File: src/rtl/th2bin_pipe.sv
// Two-stage thermometer-to-binary decoder with valid/ready handshake, raw-code error flag and saturating error count.
// Latency 2 cycles; IN_READY drops only when both stages hold data and OUT_READY is low. Optional TH2BIN_BUBBLE_FIX_EN enables majority bubble correction.
module th2bin_pipe #(
   parameter int OUTWIDTH = 3,
   parameter int INWIDTH  = (1 << OUTWIDTH) - 1,
   parameter int CNTWIDTH = 8
) (
   input  logic                CLK,
   input  logic                RST_N,
   input  logic                IN_VALID,
   output logic                IN_READY,
   input  logic [INWIDTH-1:0]  IN,
   output logic                OUT_VALID,
   input  logic                OUT_READY,
   output logic [OUTWIDTH-1:0] OUT,
   output logic                ERR,
   input  logic                CLR,
   output logic [CNTWIDTH-1:0] ERR_CNT
);

   logic                s1v_q, s1v_d;
   logic [INWIDTH-1:0]  c_q, c_d;
   logic                e_q, e_d;
   logic                s2v_q, s2v_d;
   logic [OUTWIDTH-1:0] out_q, out_d;
   logic                err_q, err_d;
   logic [CNTWIDTH-1:0] cnt_q, cnt_d;

   logic in_xfer, out_xfer, s2_load;

   assign IN_READY = ~s1v_q | ~s2v_q | OUT_READY;
   assign in_xfer  = IN_VALID & IN_READY;
   assign out_xfer = s2v_q & OUT_READY;
   assign s2_load  = s1v_q & (~s2v_q | OUT_READY);

   // Error looks at the raw code in both builds: any 1 sitting above a 0.
   assign e_d = |(IN[INWIDTH-1:1] & ~IN[INWIDTH-2:0]);

`ifdef TH2BIN_BUBBLE_FIX_EN
   logic [INWIDTH+1:0] t_ext;
   always_comb begin
      t_ext = {1'b0, IN, 1'b1};
      c_d   = '0;
      for (int i = 0; i < INWIDTH; i++) begin
         c_d[i] = (t_ext[i] & t_ext[i+1]) | (t_ext[i] & t_ext[i+2]) | (t_ext[i+1] & t_ext[i+2]);
      end
   end
`else
   assign c_d = IN;
`endif

   always_comb begin
      out_d = '0;
      for (int i = 0; i < INWIDTH; i++) begin
         out_d = out_d + OUTWIDTH'(c_q[i]);
      end
   end

   assign err_d = e_q;
   assign s1v_d = IN_READY ? IN_VALID : s1v_q;

   always_comb begin
      s2v_d = s2v_q;
      if (s2_load) begin
         s2v_d = 1'b1;
      end else if (OUT_READY) begin
         s2v_d = 1'b0;
      end
   end

   // Clear takes priority over a coincident increment; all-ones is sticky.
   always_comb begin
      cnt_d = cnt_q;
      if (CLR) begin
         cnt_d = '0;
      end else if (out_xfer && err_q && (cnt_q != {CNTWIDTH{1'b1}})) begin
         cnt_d = cnt_q + CNTWIDTH'(1);
      end
   end

   always_ff @(posedge CLK or negedge RST_N) begin
      if (!RST_N) begin
         s1v_q <= 1'b0;
         c_q   <= '0;
         e_q   <= 1'b0;
      end else begin
         s1v_q <= s1v_d;
         if (in_xfer) begin
            c_q <= c_d;
            e_q <= e_d;
         end
      end
   end

   always_ff @(posedge CLK or negedge RST_N) begin
      if (!RST_N) begin
         s2v_q <= 1'b0;
         out_q <= '0;
         err_q <= 1'b0;
         cnt_q <= '0;
      end else begin
         s2v_q <= s2v_d;
         cnt_q <= cnt_d;
         if (s2_load) begin
            out_q <= out_d;
            err_q <= err_d;
         end
      end
   end

   assign OUT_VALID = s2v_q;
   assign OUT       = out_q;
   assign ERR       = err_q;
   assign ERR_CNT   = cnt_q;

endmodule

File: config.mk
export PLATFORM = sky130hd
export DESIGN_NAME = th2bin_pipe
export DESIGN_NICKNAME = d
export VERILOG_FILES = /design/src/rtl/th2bin_pipe.sv
export SDC_FILE = /design/constraint.sdc
export NUM_CORES = 1
export LEC_CHECK = 0
export ABC_AREA = 1
export CORE_AREA = 2 2 52 54
export CTS_CLUSTER_SIZE = 25
export DETAILED_ROUTE_END_ITERATION = 8
export DIE_AREA = 0 0 54 56
export HOLD_SLACK_MARGIN = 0.12
export PLACE_DENSITY = 0.76
export SLEW_MARGIN = 0
export SYNTH_ARGS = -nofsm -noshare
export SYNTH_HDL_FRONTEND = slang
export SYNTH_SLANG_ARGS = --single-unit
File: constraint.sdc
create_clock -name CLK -period 3.3 [get_ports CLK]
set_input_delay 0.66 -clock CLK [delete_from_list [all_inputs] [get_ports CLK]]
set_output_delay 0.66 -clock CLK [all_outputs]
set_load 0.05 [all_outputs]
==> After elaboration in Yosys (flattened, before gate mapping) <==
Index checks and enable logic that the tools add are counted.
{ "totals": {"regBits": 22, "inputBits": 12, "out_inout_bits": 14, "wordCells": 34} }
{ "classes": {"n_addsub": 7, "n_eq_ne": 1, "mux": 4, "n_bitwise": 10, "n_reduce_logical": 5} }
{ "ops": {"columns": ["op", "count"], "rows": [
  ["$mux 8", 2],
  ["$add 3x1->3", 4],
  ["$add 8x1->8 const B", 1],
  ["$ne 8x8->1 const B", 1],
  ["$and 6x6->6", 1],
  ["$not 6->6", 1],
  ["$reduce_or 6->1", 1],
  ["$reduce_bool 2->1", 2],
  ["$add 2x1->3", 1],
  ["$and 1x1->1", 3],
  ["$or 1x1->1", 3],
  ["$add 1x1->2", 1],
  ["$logic_and 1x1->1", 2],
  ["$mux 1", 2],
  ["$not 1->1", 2]
]} }

==> Longest topological paths before layout <==
Gate-level depths: netlist (run 1).
{ "logic_depth": {"word_depth": 6, "mapped_depth": 7} }

==> Worst setup path before layout (run 1) <==
Ideal clock, no wire load.
{ "synth_timing": {"kind": "register -> register", "from": "register c_q[1]", "to": "register out_q[1] (netlist: OUT[1])", "setup_time_ns": 0.125, "arrival_ns": 2.406, "path_slack_ns": 0.769, "stages_incl_launch_ff": 8, "path_buffers": 0, "period_less_slack_ns": 2.531, "cell_sequence": "dfrtp_1 -> inv_1 -> fa_1 -> fa_1 -> inv_1 -> fa_1 -> fa_1 -> mux2_2"} }
{ "synth_via": {"elab_chain_len": 6} }
{ "synth_rtl": {"columns": ["item", "line", "rtl"], "rows": [
  ["start, declared", "22", "logic [INWIDTH-1:0] c_q, c_d;"],
  ["start signal, assigned", "84", "c_q <= '0;"],
  ["start signal, assigned", "89", "c_q <= c_d;"],
  ["$add 1x1->2", "55", "out_d = out_d + OUTWIDTH'(c_q[i]);"],
  ["$add 2x1->3", "55", null],
  ["$add 3x1->3 (4 in series)", "55", null],
  ["via out_d[1]", "25", "logic [OUTWIDTH-1:0] out_q, out_d;"],
  ["end signal, assigned", "105", "out_q <= out_d;"],
  ["end, declared", "25", null]
]} }
The timed path passes the listed nets, and every way through them passes these cells.
A chain may end at the register's enable or synchronous reset.

==> Final worst setup path (run 1) <==
{ "layout_timing": {"from": "input port OUT_READY", "to": "output port IN_READY"} }
{ "layout_via": {"elab_chain_len": 1} }
{ "layout_rtl": {"columns": ["item", "line", "rtl"], "rows": [
  ["start, declared", "14", "input logic OUT_READY,"],
  ["$or 1x1->1", "31", "assign IN_READY = ~s1v_q | ~s2v_q | OUT_READY;"],
  ["end, declared", "11", "output logic IN_READY,"]
]} }
Every way passes these cells.

==> results.md, run 1 <==
* Total negative slack at 0 ps
* Number of flip-flops and latches in the synthesized netlist at 22
* Net switching power at approximately 300 uW
* Max Buffers Root-to-Sink at 2
* Total internal power at 555 uW
* Sinks on Clock Net at 22
* Number of DRC violations after detailed-routing iteration 0 at 15
* Gate Count Post-Synth at around 130
* Number of endpoints with negative hold slack in the final report at 0
* Detailed-route vias per instance at 4.88
* Worst hold-check path type: flip-flop to flip-flop
* Min-Delay Path Depth at 2
* Die Outline Area at ~3000 um^2
* Post-DP HPWL at between 1.5 and 2 mm
* Final worst path period need at 2770 ps
* Area grow syn2layout at 29.0%
* Count of buffers inserted at the top-level ports at 25
* Cell area after technology mapping at roughly 1200 um^2
* Number of nets still failing antenna checks after routing at 0
* Clock insertion delay at the later pin of the skew report at around 300 ps
* Pin count of the biggest net entering global routing at 23
* Vias in the first global route at a little over 900
* Number of search-and-repair iterations in the first detailed-routing pass at 4
* Max-slew violation count at 0
* Die height at approximately 56 um
* Tcrit/Tclk final at 0.841
* H-tree levels at 1
* Nets@finish at between 150 and 200
* I/O pin total at 26
* Antenna diode count at 0
* Global-route wire length before repair at roughly 3.7 mm
* Grt total ovfl at 0
* Result of the run: completed
* Initial core utilization at 0.476
* CP required at between 2000 and 3000 ps
* Post-CTS Hold Fix Bufs at 0
* Kind of critical path: primary input to output port
* Post-CTS setup buffer count at 0
* Die Width at roughly 54 um
* Combined global-route utilization of all metal layers at 0.163
* Area occupied by multi-input gates at between 500 and 600 um^2
* Critical Path Sink Type: output port
* Final weighted congestion of routability-driven global placement at between 0.7 and 0.8
* Biggest cell delay along the critical path at 820 ps
* Most frequent cell on the critical path: clkdlybuf4s50_1
* Maximum fanout along the worst path at 3
* Cell at the slowest stage of the critical path: clkdlybuf4s50_1
* CP Launch Type: primary input
* Cell accounting for the most synthesized area: dfrtp_1
* Clock-pin slew on the worst setup and hold paths at 120 ps
* Data arrival time of the critical path at 2110 ps
* Number of different library cells in the post-synthesis netlist at 21
* Switching Fraction at 0.352
* Final core utilization at 0.614
* Minimum setup slack among reg-to-reg paths at about 680 ps
* Antenna violations before repair at 0
* Top area cells in the synthesized netlist: dfrtp_1 (48%), nand2_1 (15%), fa_1 (6.9%), inv_1 (6.5%), nand3_1 (5.2%)
* Wirelength per Cell at ~11 um
* DRC at 0
* RSZ-0062 raised after global routing: no
* Max-Cap Viols at 0
* Endpoint with the worst hold slack: c_q[5]
* Ys Warns at 0
* Max_slew headroom at 0.348
* Number of failing setup endpoints in the final timing report at 0
* Area of the core region at roughly 2400 um^2
* Cell-by-cell trace of the critical path: clkdlybuf4s50_1 -> inv_1 -> nand3_1 -> clkdlybuf4s50_1
* Fraction of power consumed by the clock network at 0.238
* Sequential fraction of the synthesis area at 0.476
* Depth of the worst register-to-register path at 7
* Reg-to-reg critical path endpoint: OUT[1]
* Achievable frequency at between 300 and 400 MHz
* Vias after detailed routing at 936
* Proportion of layout cells with a drive suffix above 1 at 0.0741
* Yosys top cell area share at 0.476
* Quantity of gates resized following cts at 0
* Power share of the sequential group at 0.393
* CTS root buf: clkbuf_4
* Sequential cell area at between 500 and 600 um^2
* Largest voltage drop on the vdd net at 617 uV
* Pwr per Cell Area at ~570 nW/um^2
* Fill cells at 227
* Combinational share of power at 0.369
* Beginning of the worst hold path: c_q[5]
* Crit Reg-Reg Startpoint: c_q[1]
* Largest clock skew in the final design at about 3.5 ps
* TritonCTS clock tree: yes
* Average cell area after synthesis at 8.64 um^2
* Wire length reported by the detailed router at around 2.1 mm
* Worst Tran Pin Value at between 900 and 1000 ps
* Std cell rows at 18
* Synth Net Count at between 150 and 200
* Num CTS Buffers at 3
* Leakage component of the power at 0.000751 uW
[routing by layer]
layer / vias to the layer above / routed length [um] / GRT usage
met5: - / 0 / 0
met4: 0 / 14 / 0.0536
met3: 2 / 122 / 0.0349
met2: 29 / 1110 / 0.291
met1: 428 / 888 / 0.184
li1: 477 / - / -
[layout make-up]
| type | instances | area share |
|---|---|---|
| Sequential cell | 22 | 0.369 |
| Timing Repair Buffer | 25 | 0.168 |
| Inverter | 20 | 0.0503 |
| Clock buffer | 3 | 0.0151 |
| Tap cell | 30 | 0.0251 |
| Multi-Input combinational cell | 91 | 0.353 |
| Clock inverter | 1 | 0.0201 |
[through the flow]
stage               total power (uW)  std cells  setup slack, ps  area [um^2]  hold slack (ps)
finish                           856        192              526         1490              521
global route                     908        192              446         1490              546
CTS                              868        192              518         1490              528
detailed placement               662        188              520         1440              498
global placement                 655        188              543         1440              469
floorplan                        551        134              769         1160              364
[layout by cell type (no fill, tap or decap)]
cell,n
clkdlybuf4s50_1,25
inv_1,20
fa_1,4
o21ai_0,6
a21oi_4,1
nand4_1,2
mux2_2,3
ha_1,1
nor2_1,4
xor2_1,1
nor2_2,1
nor2_4,1
clkbuf_4,3
nor2_8,1
a21oi_1,1
o211ai_1,1
nand3_1,12
dfrtp_1,22
bufinv_16,1
a21o_1,1
nand2_1,45
nand2_2,1
o21ai_1,5
[critical path: cells and delay by family]
kind / cells / cell delay (ps)
and+or+nand+nor: 1 / 100
buffers and inverters: 3 / 1350
[registers in the layout, summed over array words and instances, names as in the netlist]
| register | flops |
|---|---|
| OUT | 3 |
| ERR | 1 |
| ERR_CNT | 8 |
| e_q | 1 |
| OUT_VALID | 1 |
| c_q | 7 |
| s1v_q | 1 |
[worst max path at each step]
| stage | end | slack (ps) | from | cells after the start |
|---|---|---|---|---|
| global route | IN_READY | 450 | OUT_READY | 4 |
| CTS | IN_READY | 520 | OUT_READY | 4 |
| detailed placement | IN_READY | 520 | OUT_READY | 4 |
| global placement | IN_READY | 540 | OUT_READY | 4 |
| finish | IN_READY | 530 | OUT_READY | 4 |
| floorplan | OUT[1] | 770 | c_q[1] | 7 |
[power by group through the flow]
stage / registers, uW / logic [uW] / clock network, uW
global route: 342 / 346 / 219
global placement: 341 / 314 / 0
floorplan: 434 / 117 / 0
CTS: 337 / 320 / 211
detailed placement: 342 / 320 / 0
finish: 336 / 315 / 204
[synth_stat cells]
| cell | count |
|---|---|
| a21o_1 | 1 |
| a21oi_1 | 1 |
| a21oi_4 | 1 |
| buf_2 | 1 |
| dfrtp_1 | 22 |
| fa_1 | 4 |
| ha_1 | 1 |
| inv_1 | 20 |
| mux2_2 | 3 |
| nand2_1 | 45 |
| nand2_2 | 1 |
| nand3_1 | 12 |
| nand4_1 | 2 |
| nor2_1 | 4 |
| nor2_2 | 1 |
| nor2_4 | 1 |
| nor2_8 | 1 |
| o211ai_1 | 1 |
| o21ai_0 | 6 |
| o21ai_1 | 5 |
| xor2_1 | 1 |
[logic make-up after synthesis]
group	after synthesis	share of synthesized area
AND/OR/NAND/NOR	67	0.259
flip-flops	22	0.476
buffers and inverters	21	0.0692
AO/OA/AOI/OAI	15	0.0789
adder cells (fa/ha/maj)	5	0.0800
multiplexers	3	0.0292
XOR/XNOR	1	0.00757
No activity file was read; power rests on OpenSTA's default activity.
==> inputs of run 2 (changes only) <==
Clock period 3.3 ns to 2.8 ns, I/O delays scaled along.
==> results.md, run 2 (synthesis results as in run 1) <==
* Grt total ovfl at 0 (unchanged)
* Pin count of the biggest net entering global routing at 23 (unchanged)
* Flip-flop count of the largest register after layout at 8 (unchanged)
* Post-CTS Hold Fix Bufs at 0 (unchanged)
* Most frequent cell on the critical path: fa_1
* Post-route cell area at 1500 um^2 (+0.34%)
* Max-slew violation count at 0 (unchanged)
* Antenna violations before repair at 0 (unchanged)
* Proportion of layout cells with a drive suffix above 1 at 0.0859 (+0.0118)
* CTS root buf: clkbuf_4
* Wire length reported by the detailed router at 2.20 mm (+2.9%)
* Leading cell type in the layout, fill and taps excluded: nand2_1
* Number of failing setup endpoints in the final timing report at 0 (unchanged)
* Sequential cell area at 551 um^2 (unchanged)
* Result of the run: completed
* I/O pin total at 26 (unchanged)
* Vias after detailed routing at 964 (+3.0%)
* Kind of critical path: flip-flop to flip-flop
* Worst Tran Pin Value at 499 ps (-476 ps)
* H-tree levels at 1 (unchanged)
* Min-Delay Path Depth at 2 (unchanged)
* Number of DRC violations after detailed-routing iteration 0 at 18 (+3)
* DRC at 0 (unchanged)
* Largest voltage drop on the vdd net at 793 uV (+29%)
* Fill cells at 220 (-3.1%)
* Maximum fanout along the worst path at 2 (-1)
* Std cell rows at 18 (unchanged)
* Depth of the worst register-to-register path at 7 (unchanged)
* Max Buffers Root-to-Sink at 2 (unchanged)
* Max-Cap Viols at 0 (unchanged)
* Number of nets still failing antenna checks after routing at 0 (unchanged)
* Global-route wire length before repair at 3.77 mm (+0.94%)
* Total negative slack at 0 ps (unchanged)
* RSZ-0062 raised after global routing: no
* Commonest cells after routing, fill and taps aside: nand2_1 (45), clkdlybuf4s50_1 (24), dfrtp_1 (22), inv_1 (20), nand3_1 (12)
* Worst hold-check path type: flip-flop to flip-flop
* Num CTS Buffers at 3 (unchanged)
* Number of logic stages on the critical path including buffering at 7 (+3)
* Post-DP HPWL at 1.73 mm (+2.7%)
* Critical Path Sink Type: flip-flop
* Area grow syn2layout at 29.4%
* Quantity of gates resized following cts at 0 (unchanged)
* Number of endpoints with negative hold slack in the final report at 0 (unchanged)
* Final worst path period need at approximately 2600 ps
* Pwr per Cell Area at 677 nW/um^2 (+18%)
* Initial core utilization at 0.476 (unchanged)
* Count of buffers inserted at the top-level ports at 25 (unchanged)
* Number of search-and-repair iterations in the first detailed-routing pass at 4 (unchanged)
* Wirelength per Cell at 11.4 um (+2.4%)
* Combined global-route utilization of all metal layers at 0.167 (+0.00405)
* Vias in the first global route at 919 (-1.3%)
* Cell-by-cell trace of the critical path: inv_1 -> fa_1 -> fa_1 -> inv_1 -> fa_1 -> fa_1 -> mux2_2
* Power share of the sequential group at 0.392 (about the same)
* Data arrival time of the critical path at 2840 ps (+730 ps)
* Biggest cell delay along the critical path at 490 ps (-330 ps)
* Cell at the slowest stage of the critical path: fa_1
* Combinational share of power at 0.364 (-0.005)
* Clock-pin slew on the worst setup and hold paths at 130 ps (about the same)
* Largest clock skew in the final design at 6.69 ps (+3.20 ps)
* Max_slew headroom at 0.666 (+0.318)
* Area of the core region at 2430 um^2 (unchanged)
* Die Width at 54 um (unchanged)
* Antenna diode count at 0 (unchanged)
* CP Launch Type: flip-flop
* Area occupied by multi-input gates at 527 um^2 (unchanged)
* Final weighted congestion of routability-driven global placement at 0.793 (+1.2%)
* Switching Fraction at 0.356 (+0.00428)
* Tcrit/Tclk final at 0.937
* Sinks on Clock Net at 22 (unchanged)
* Die height at 56 um (unchanged)
* Die Outline Area at 3020 um^2 (unchanged)
* CP required at 3020 ps (+380 ps)
* Buffers & Inverters on Critical Path at 2 (-1)
* Fraction of power consumed by the clock network at 0.244 (+0.006)
* Clock insertion delay at the later pin of the skew report at 320 ps (+20 ps)
* Post-CTS setup buffer count at 0 (unchanged)
* Achievable frequency at 381 MHz
* Detailed-route vias per instance at 4.99 (+2.5%)
* Kind of cell adding the most delay to the critical path: adder cells
* Net switching power at 361 uW (+20%)
* Leakage component of the power at 0.000755 uW (+0.65%)
* Nets@finish at 181 (+0.56%)
* TritonCTS clock tree: yes
* Dpl cell area at 1450 um^2 (+0.35%)
* Total internal power at 653 uW (+18%)
## run 2: cell types whose count changed in the layout (fill, tap and decap cells not counted), sizes merged
cell,change
clkdlybuf4s50,-1
buf,+2
## run 2: power by group through the flow
stage          logic (uW)  clock network, uW  registers (uW)
2_1_floorplan         138                  0             511
3_3_place_gp          363                  0             402
3_5_place_dp          374                  0             403
4_1_cts               374                254             398
5_1_grt               409                265             405
6_report              369                247             397
## run 2: final timing paths
check	start	end	slack [ps]
min in group asynchronous	RST_N	ERR_CNT[2]	560
min reg2reg	c_q[5]	c_q[5]	510
max reg2reg	c_q[1]	OUT[1]	180
max in group asynchronous	RST_N	c_q[3]	2010
max	c_q[1]	OUT[1]	180
min	c_q[5]	c_q[5]	510
## run 2: cell type report
cell class                      instances  share of cell area
Clock buffer                            3              0.0150
Multi-Input combinational cell         91               0.352
Tap cell                               30              0.0251
Timing Repair Buffer                   26               0.170
Sequential cell                        22               0.368
Inverter                               20              0.0501
Clock inverter                          1              0.0201
## run 2: worst register-to-register path, cell delays in order, from the launching register on
cell and delay [ps]:
dfrtp_1 380, inv_1 90, fa_1 440, fa_1 500
inv_1 50, fa_1 370, fa_1 430, mux2_2 270
## run 2: metrics by stage
step	total power, uW	util	setup WS (ps)	std cells	hold slack [ps]
final	1010	0.616	177	193	515
after global routing	1080	0.616	80.8	193	546
after CTS	1030	0.616	171	193	520
after detailed placement	777	0.594	189	189	491
after global placement	765	0.594	239	189	479
after floorplan	649	-	269	134	264
## run 2: per-layer routing
| layer | share of wire | up-vias | GRT usage | routed length, um |
|---|---|---|---|---|
| li1 | - | 479 | - | - |
| met5 | 0 | - | 0 | 0 |
| met2 | 0.50 | 26 | 0.284 | 1100 |
| met1 | 0.44 | 457 | 0.211 | 963 |
| met4 | 0.015 | 0 | 0.0536 | 32 |
| met3 | 0.046 | 2 | 0.0242 | 101 |
